`src/rtl/instruction_set_pkg.sv`:
```
// Instruction word field definitions shared by the fetch unit and its consumers.
//   INSTR_W          instruction word width
//   OPCODE_MSB/LSB   opcode field position inside the word
//   FUNC_MSB/LSB     function field position inside the word
//   PC_STEP          byte distance between sequential instructions
package instruction_set_pkg;

    localparam int unsigned INSTR_W    = 32;
    localparam int unsigned OPCODE_MSB = 31;
    localparam int unsigned OPCODE_LSB = 26;
    localparam int unsigned FUNC_MSB   = 5;
    localparam int unsigned FUNC_LSB   = 0;
    localparam int unsigned OPCODE_W   = OPCODE_MSB - OPCODE_LSB + 1;
    localparam int unsigned FUNC_W     = FUNC_MSB - FUNC_LSB + 1;
    localparam int unsigned PC_STEP    = 4;

    typedef logic [OPCODE_W-1:0] opcode_t;
    typedef logic [FUNC_W-1:0]   func_t;

endpackage

```
`src/rtl/ifetch_buffer.sv`:
```
// Small synchronous FIFO with flush, used for both the fetched-word buffer and the
// in-flight PC tag queue.
//   i_flush      empties the FIFO; a push in the same cycle is dropped
//   i_push       write i_push_data (accepted when not full, or when full and popping)
//   i_pop        remove the head entry (ignored when empty)
//   o_rd_data    head entry
//   o_empty      no entries
//   o_count      number of entries (0..DEPTH)
module ifetch_buffer #(
    parameter int unsigned WIDTH = 32,
    parameter int unsigned DEPTH = 2
) (
    input  logic                     clk,
    input  logic                     rst_n,
    input  logic                     i_flush,
    input  logic                     i_push,
    input  logic [WIDTH-1:0]         i_push_data,
    input  logic                     i_pop,
    output logic [WIDTH-1:0]         o_rd_data,
    output logic                     o_empty,
    output logic [$clog2(DEPTH):0]   o_count
);

    localparam int unsigned PTR_W = $clog2(DEPTH);
    localparam int unsigned CNT_W = PTR_W + 1;

    logic [WIDTH-1:0] r_mem [DEPTH];
    logic [PTR_W-1:0] r_rd_ptr;
    logic [PTR_W-1:0] r_wr_ptr;
    logic [CNT_W-1:0] r_count;
    logic             w_full;
    logic             w_do_pop;
    logic             w_do_push;

    assign o_empty   = (r_count == '0);
    assign w_full    = (r_count == CNT_W'(DEPTH));
    assign o_count   = r_count;
    assign o_rd_data = r_mem[r_rd_ptr];

    // A full FIFO still accepts a push when the head leaves in the same cycle.
    assign w_do_pop  = i_pop && !o_empty;
    assign w_do_push = i_push && (!w_full || w_do_pop);

    // Pointers and occupancy.
    always_ff @(posedge clk or negedge rst_n) begin
        if (!rst_n) begin
            r_rd_ptr <= '0;
            r_wr_ptr <= '0;
            r_count  <= '0;
        end else if (i_flush) begin
            r_rd_ptr <= '0;
            r_wr_ptr <= '0;
            r_count  <= '0;
        end else begin
            if (w_do_pop) begin
                r_rd_ptr <= r_rd_ptr + PTR_W'(1);
            end
            if (w_do_push) begin
                r_wr_ptr <= r_wr_ptr + PTR_W'(1);
            end
            r_count <= r_count + CNT_W'(w_do_push) - CNT_W'(w_do_pop);
        end
    end

    // Storage needs no reset: entries are only read while counted as valid.
    always_ff @(posedge clk) begin
        if (w_do_push && !i_flush) begin
            r_mem[r_wr_ptr] <= i_push_data;
        end
    end

endmodule

```
`src/rtl/instruction_fetch.sv`:
```
// Instruction fetch unit: owns the PC, issues in-order reads to instruction memory,
// buffers returned words and hands them to the decoder over valid/ready. A redirect
// flushes the buffer and drops every response still owed by memory.
//   clk, rst_n                 clock, asynchronous active-low reset
//   imem_req/addr/gnt          request channel (addr = PC, stable while req && !gnt)
//   imem_rvalid/rdata          in-order response channel
//   redirect_valid/pc          taken branch/jump, highest priority
//   if_valid/ready             instruction handshake towards the decoder
//   if_instr/if_pc/opcode/func head instruction, its address and decoded fields
// Optional feature macro IFETCH_PERF_CNT_EN adds saturating stall_cnt and flush_cnt outputs.
module instruction_fetch
    import instruction_set_pkg::*;
#(
    parameter int unsigned       ADDR_W   = 32,
    parameter int unsigned       DEPTH    = 2,
    parameter logic [ADDR_W-1:0] RESET_PC = '0
) (
    input  logic               clk,
    input  logic               rst_n,
    output logic               imem_req,
    output logic [ADDR_W-1:0]  imem_addr,
    input  logic               imem_gnt,
    input  logic               imem_rvalid,
    input  logic [INSTR_W-1:0] imem_rdata,
    input  logic               redirect_valid,
    input  logic [ADDR_W-1:0]  redirect_pc,
    output logic               if_valid,
    input  logic               if_ready,
    output logic [INSTR_W-1:0] if_instr,
    output logic [ADDR_W-1:0]  if_pc,
    output opcode_t            opcode,
    output func_t              func
`ifdef IFETCH_PERF_CNT_EN
    ,
    output logic [31:0]        stall_cnt,
    output logic [31:0]        flush_cnt
`endif
);

    localparam int unsigned CNT_W  = $clog2(DEPTH) + 1;
    localparam int unsigned SUM_W  = CNT_W + 1;
    localparam int unsigned DISC_W = 16;
    localparam int unsigned ENT_W  = INSTR_W + ADDR_W;

    logic [ADDR_W-1:0] r_pc;
    logic [DISC_W-1:0] r_discard;

    logic [CNT_W-1:0]  w_buf_count;
    logic [CNT_W-1:0]  w_tag_count;
    logic              w_buf_empty;
    logic              w_tag_empty;
    logic [ADDR_W-1:0] w_tag_head;
    logic [ENT_W-1:0]  w_buf_head;
    logic [ADDR_W-1:0] w_redirect_pc;
    logic [SUM_W-1:0]  w_used;
    logic              w_pop;
    logic              w_fire;
    logic              w_drop;
    logic              w_take;
    logic              w_push;
    logic              w_retire;

    assign w_redirect_pc = redirect_pc & ~ADDR_W'(PC_STEP - 1);

    // Credit counts buffered words plus live in-flight requests. The slot freed by a
    // pop this cycle is reusable immediately, which is what lets a 2-entry buffer
    // sustain one instruction per cycle against a 1-cycle memory.
    assign w_pop  = if_valid && if_ready;
    assign w_used = SUM_W'(w_buf_count) + SUM_W'(w_tag_count) - SUM_W'(w_pop);

    assign imem_req  = rst_n && (w_used < SUM_W'(DEPTH)) && !redirect_valid;
    assign imem_addr = r_pc;
    assign w_fire    = imem_req && imem_gnt;

    // Responses owed to flushed requests come back first and are dropped.
    assign w_drop   = imem_rvalid && (r_discard != '0);
    assign w_take   = imem_rvalid && (r_discard == '0) && !w_tag_empty;
    assign w_push   = w_take && !redirect_valid;
    assign w_retire = w_drop || w_take;

    // PC and discard bookkeeping.
    always_ff @(posedge clk or negedge rst_n) begin
        if (!rst_n) begin
            r_pc      <= RESET_PC;
            r_discard <= '0;
        end else if (redirect_valid) begin
            r_pc      <= w_redirect_pc;
            // Everything still owed becomes discard; a response arriving now retires one.
            r_discard <= r_discard + DISC_W'(w_tag_count) + DISC_W'(imem_gnt)
                         - DISC_W'(w_retire);
        end else begin
            if (w_fire) begin
                r_pc <= r_pc + ADDR_W'(PC_STEP);
            end
            if (w_drop) begin
                r_discard <= r_discard - DISC_W'(1);
            end
        end
    end

    // PC of every live in-flight request, in issue order.
    ifetch_buffer #(
        .WIDTH (ADDR_W),
        .DEPTH (DEPTH)
    ) u_tag_fifo (
        .clk         (clk),
        .rst_n       (rst_n),
        .i_flush     (redirect_valid),
        .i_push      (w_fire),
        .i_push_data (r_pc),
        .i_pop       (w_take),
        .o_rd_data   (w_tag_head),
        .o_empty     (w_tag_empty),
        .o_count     (w_tag_count)
    );

    // Returned words paired with their PC, waiting for the decoder.
    ifetch_buffer #(
        .WIDTH (ENT_W),
        .DEPTH (DEPTH)
    ) u_instr_fifo (
        .clk         (clk),
        .rst_n       (rst_n),
        .i_flush     (redirect_valid),
        .i_push      (w_push),
        .i_push_data ({imem_rdata, w_tag_head}),
        .i_pop       (w_pop),
        .o_rd_data   (w_buf_head),
        .o_empty     (w_buf_empty),
        .o_count     (w_buf_count)
    );

    assign if_valid = !w_buf_empty;
    assign if_instr = w_buf_head[ADDR_W +: INSTR_W];
    assign if_pc    = w_buf_head[ADDR_W-1:0];
    assign opcode   = if_instr[OPCODE_MSB:OPCODE_LSB];
    assign func     = if_instr[FUNC_MSB:FUNC_LSB];

`ifdef IFETCH_PERF_CNT_EN
    logic [31:0] r_stall_cnt;
    logic [31:0] r_flush_cnt;

    // Saturating event counters.
    always_ff @(posedge clk or negedge rst_n) begin
        if (!rst_n) begin
            r_stall_cnt <= '0;
            r_flush_cnt <= '0;
        end else begin
            if (if_ready && !if_valid && (r_stall_cnt != '1)) begin
                r_stall_cnt <= r_stall_cnt + 32'd1;
            end
            if (redirect_valid && (r_flush_cnt != '1)) begin
                r_flush_cnt <= r_flush_cnt + 32'd1;
            end
        end
    end

    assign stall_cnt = r_stall_cnt;
    assign flush_cnt = r_flush_cnt;
`endif

endmodule

```
`config.mk`:
```
export PLATFORM = sky130hd
export DESIGN_NAME = instruction_fetch
export DESIGN_NICKNAME = d
export VERILOG_FILES = /design/src/rtl/instruction_set_pkg.sv /design/src/rtl/ifetch_buffer.sv /design/src/rtl/instruction_fetch.sv
export SDC_FILE = /design/constraint.sdc
export NUM_CORES = 1
export LEC_CHECK = 0
export ABC_CLOCK_PERIOD_IN_PS = 5900
export BUFFER_PORTS_ARGS = -buffer_cell sky130_fd_sc_hd__buf_4
export CAP_MARGIN = 20
export CORE_AREA = 2 2 151 138
export CTS_CLUSTER_SIZE = 20
export DETAILED_ROUTE_END_ITERATION = 10
export DIE_AREA = 0 0 153 140
export MAX_ROUTING_LAYER = met4
export PLACE_DENSITY = 0.79
export SLEW_MARGIN = 25
export SYNTH_ARGS = -nofsm -noshare
export SYNTH_HDL_FRONTEND = slang
export SYNTH_SLANG_ARGS = --single-unit
```
`constraint.sdc`:
```
create_clock -name clk -period 5.9 [get_ports clk]
set_input_delay 1.77 -clock clk [delete_from_list [all_inputs] [get_ports clk]]
set_output_delay 1.77 -clock clk [all_outputs]
set_load 0.005 [all_outputs]
```
Yosys cells after proc, flatten, opt, wreduce, memory -nomap -nowiden
Memory sizes are Yosys's and may differ from the RTL's.
Index checks and enable logic that the tools add are counted.
{ "totals": {"out_inout_bits": 110, "in_bits": 70, "reg_bits": 56, "mem_count": 2, "word_cells": 78, "ramBits": 192} }
{ "memory_table": {"columns": ["memory", "words", "width", "read_ports", "rd_ports_with_merged_regs", "wr", "line", "text"], "rows": [
  ["u_instr_fifo.r_mem", 2, 64, 1, 0, 1, "ifetch_buffer.sv:27", "logic [WIDTH-1:0] r_mem [DEPTH];"],
  ["u_tag_fifo.r_mem", 2, 32, 1, 0, 1, "ifetch_buffer.sv:27", null]
]} }
{ "op_classes": {"mux": 18, "eq_ne": 2, "addsub": 15, "magnitude_cmp": 1, "reduce_logical": 32} }
{ "ops": {"columns": ["operator", "n"], "rows": [
  ["$mux 32", 2],
  ["$add 32x3->32 const B", 1],
  ["$mux 16", 2],
  ["$add 16x1->16", 1],
  ["$add 16x2->16", 1],
  ["$logic_not 16->1", 1],
  ["$reduce_bool 16->1", 1],
  ["$sub 16x1->16", 1],
  ["$sub 16x1->16 const B", 1],
  ["$logic_and 1x1->1", 14],
  ["$mux 1", 12],
  ["$reduce_bool 2->1", 6],
  ["$logic_not 1->1", 5],
  ["$add 1x1->1 const B", 4],
  ["$add 2x1->2", 2],
  ["$eq 2x2->1 const B", 2],
  ["$logic_not 2->1", 2],
  ["$mux 2", 2],
  ["$sub 2x1->2", 2],
  ["$add 2x2->3", 1],
  ["$logic_or 1x1->1", 3],
  ["$lt 3x2->1 const B", 1],
  ["$sub 3x1->3", 1]
]} }

Depth between registers and ports, before layout
{ "logic_depth": {"ltp_word": 12, "depth_mapped": 15, "depth_no_buf": 15} }

Cells and area by module
From an unflattened synthesis, not the netlist that was laid out.
{ "hier_totals": {"cells_unflattened": 803, "hier_area_um2": 11358.4} }
{ "by_module_without_submodules": {"columns": ["mod", "seq_area_each_um2", "area_per_inst_um2", "cells_each", "instances"], "rows": [
  ["ifetch_buffer (u_instr_fifo)", 3943.8, 4855.9, 221, 1],
  ["instruction_fetch", 1151.1, 3956.3, 460, 1],
  ["ifetch_buffer (u_tag_fifo)", 2021.9, 2546.2, 122, 1]
]} }

Worst setup path after synthesis
OpenSTA, ideal clock, no wires.
{ "synth_timing": {"path_type": "input to register", "start": "in imem_rvalid", "end": "mem u_instr_fifo.r_mem[0][10] (netlist name), enable pin", "path_buffers": 0, "slack_ns": 0.334, "cell_stages": 4, "setup_time_ns": 0.490, "t_arrival_ns": 5.077, "required_time_ns": 5.410, "cell_sequence": "o211ai_1 a21oi_1 and2_1 nor2b_1"} }
{ "synth_via": {"elab_chain_len": 7} }
{ "synth_rtl": {"columns": ["element", "line", "text"], "rows": [
  ["start, declared", "instruction_fetch.sv:23", "input logic imem_rvalid,"],
  ["$logic_and 1x1->1 (2 in a row)", "instruction_fetch.sv:77", "assign w_take = imem_rvalid && (r_discard == '0) && !w_tag_empty;"],
  ["$logic_and 1x1->1", "instruction_fetch.sv:78", "assign w_push = w_take && !redirect_valid;"],
  ["$logic_and 1x1->1", "ifetch_buffer.sv:42", "assign w_do_push = i_push && (!w_full || w_do_pop);"],
  ["$logic_and 1x1->1", "ifetch_buffer.sv:67", "if (w_do_push && !i_flush) begin"],
  ["$mux 1", "ifetch_buffer.sv:67", null],
  ["$mux 1 (not written as such)", "ifetch_buffer.sv:68", "r_mem[r_wr_ptr] <= i_push_data;"],
  ["end, declared", "ifetch_buffer.sv:27", null]
]} }
No other way between the ends.

Worst setup path in the final report
{ "layout_timing": {"start": "in if_ready", "end": "out imem_req"} }
{ "layout_via": {"elab_chain_len": 5} }
{ "layout_rtl": {"columns": ["element", "line", "text"], "rows": [
  ["start, declared", "instruction_fetch.sv:28", "input logic if_ready,"],
  ["$logic_and 1x1->1", "instruction_fetch.sv:68", "assign w_pop = if_valid && if_ready;"],
  ["$sub 3x1->3", "instruction_fetch.sv:69", "assign w_used = SUM_W'(w_buf_count) + SUM_W'(w_tag_count) - SUM_W'(w_pop);"],
  ["$lt 3x2->1", "instruction_fetch.sv:71", "assign imem_req = rst_n && (w_used < SUM_W'(DEPTH)) && !redirect_valid;"],
  ["$logic_and 1x1->1 (2 in a row)", "instruction_fetch.sv:71", null],
  ["end, declared", "instruction_fetch.sv:20", "output logic imem_req,"]
]} }
No other way between the ends.

==> run metrics <==
Final Util=68.2%; Worst Hold Launch=u_instr_fifo.r_rd_ptr; initial antenna violation count=0; Seq/Total Area, Yosys=61.8%; drt wl/cell=just under 20 µm; vias in the first global route=7182; outcome=finished clean; IO Port Bufs=173; clk slew on worst S/H paths=60 ps; CORE AREA=just under 20000 µm²; register bit count reported by yosys=238; Cell Chain, Critical Path=buf_4 -> and2_1 -> ha_1 -> nor2_1 -> fa_1 -> nor3b_2 -> nor2b_1 -> buf_4; nets=1105; remaining global-route overflow=0; antenna viol nets, final=0; Post-CTS Setup Bufs=0; TNS Setup=0 ps; Vias=7144; starting density of the core=56.2%; Peak VDD IR=0.251 mV; DP HPWL=between 15 and 20 mm; Die ar.=21400 µm²; worst r2r src=r_discard[12]; Top-Level Pins=180; CP Launch Type=input port; cts repair resizes=0; reg2reg end=r_discard[12]; slowest CP cell=fa_1; Post-Layout Cell Count=1262; commonest cells in the synthesized netlist=184 x edfxtp_1, 93 x mux2_2, 66 x nand2_1; site row count=approximately 50; CP Buf/Inv Count=2; Max Fanout on Critical Path=3; total CTS buffers=25; first-pass GRT wire length=38.4 mm; Crit Path Category=input port to primary output; post-layout minimum cycle time=5250 ps; Max Clk Rate=190 MHz; DRC=0; Setup violations, final=0; 1st-pass router iterations=5; Slew HR=38.3%; final hold vios=0; max cap viols=0; Pins Over Slew Limit=0; count of warnings emitted by yosys=0; Skew-Pair Late Insertion Delay=between 500 and 600 ps; top-area cell type share of the netlist area=49.6%; final period utilization=89.0%; R2R depth=15; Post-synth top flop=edfxtp_1; P per Cell Area=about 390 nW/µm²; Syn Area/Cell=13.7 µm²; GPL Wtd Cong=roughly 0.9; reg2reg setup slack=1900 ps; most frequent CP cell=buf_4; deepest clock path buffer count=3; most common cell in the netlist=edfxtp_1; placed instance count=1216; Tot GR Track Use=23.2%; Area growth syn-to-layout=21.4%; CTS tree=yes; DRT iter0 DRCs=a little under 400; Worst EP arrival=3480 ps; Hold Path End=u_instr_fifo.r_rd_ptr; RSZ-0062 raised after global routing=false; critical path launch point=if_ready; CP delay by family, top=adder cells; leading area contributor after synthesis=edfxtp_1; fraction of registers with async set/reset=between 20 and 25%; via/cell ratio=5.66; number of flops mapped to enable cells by yosys=roughly 180; Worst path max stage delay=440 ps; CTS Sinks=~240; H-tree depth=1; worst hold stages=2; Antenna diodes=0; mapped cell area=11100 µm²; final hold slack=between 500 and 600 ps; worst clock skew=between 8 and 9 ps; overall routed net length=24.3 mm; Syn Inst Count=~810; HP Class=flip-flop to flip-flop; pin count of the biggest net entering global routing=73; Worst Setup End Kind=primary output; Yosys cell types=66; hold_buf cts=0; Die Width=153 µm; top post-synthesis cells by area=edfxtp_1 50%, dfrtp_1 12%, mux2_2 9.4%, ha_1 4.9%, xnor2_1 2.6%; critical path required time=4130 ps; layout cells sized above 1=34.3%; Die Height=140 µm; Worst Tran Pin Value=roughly 930 ps; P_leak=about 5.3 nW; Root Buffer=clkbuf_16
sequential cells by signal, summed over array words and instances (netlist names):
signal / cells
u_tag_fifo.o_count: 2
imem_addr: 30
u_instr_fifo.r_mem: 124
u_instr_fifo.r_wr_ptr: 1
u_tag_fifo.r_wr_ptr: 1
u_tag_fifo.r_rd_ptr: 1
u_instr_fifo.r_rd_ptr: 1
r_discard: 16
u_instr_fifo.o_count: 2
u_tag_fifo.r_mem: 60
layout make-up:
cell class	instances	area, µm²
flip-flops and latches	238	6880
fillers	1388	6290
multi-input cells	495	3870
repair buffers	184	1410
clock buffers	33	726
well taps	255	319
inverters	44	165
clock inverters	13	140
worst register-to-register path: cells and delay by family (launching register included):
kind | cells | cell delay [ps]
adders and majority gates | 4 | 1290
AOI/OAI and AO/OA | 5 | 1170
and+or+nand+nor | 5 | 910
DFF | 1 | 380
buffers and inverters | 1 | 170
per-stage QoR:
stage	instance area (µm²)	worst slack, ps	power (mW)
2_1_floorplan	11100	334	3.20
4_1_cts	13500	629	5.25
6_report	13500	647	5.24
3_3_place_gp	12600	690	3.59
5_1_grt	13500	524	5.53
3_5_place_dp	12600	634	3.63
routing by layer:
metal  track usage [%]  part of all wire, %
met1              29.7                   42
met2              37.9                   49
met3              3.99                  5.4
met4              7.89                  3.5
met5                 -                    0
report_power, final:
group,switching [mW],internal [mW]
logic,0.838,0.727
registers,0.111,1.94
clock network,0.659,0.959
cells in the final DEF, fill, tap and decap left out, types with 11 or more instances in the layout:
master,count
a21oi_1,12
buf_4,182
clkbuf_16,25
dfrtp_1,53
edfxtp_1,184
ha_1,44
inv_1,43
mux2_2,93
nand2_1,66
nand3_1,18
nor2_1,41
o21ai_0,35
xnor2_1,33
xor2_1,11
worst max-delay path by stage:
stage | slack, ps | depth (start not counted) | to
after global placement | 690 | 8 | imem_req
final | 650 | 8 | imem_req
after global routing | 520 | 8 | imem_req
after CTS | 630 | 8 | imem_req
after detailed placement | 630 | 8 | imem_req
after floorplan | 330 | 4 | u_instr_fifo.r_mem[0][10]
cells by family (layout without fill, tap and decap cells):
kind of cell    after synthesis  after routing  synth area share, %
flops                       238            238                 61.8
other cells                   1              4               0.0337
fa+ha+maj                    47             47                 5.49
mux                          95             95                 9.59
compound gates              105            105                 6.30
buf+inv                      83            274                 3.62
simple gates                200            200                 9.73
xor+xnor                     44             44                 3.46
No activity file was read; power rests on OpenSTA's default activity.
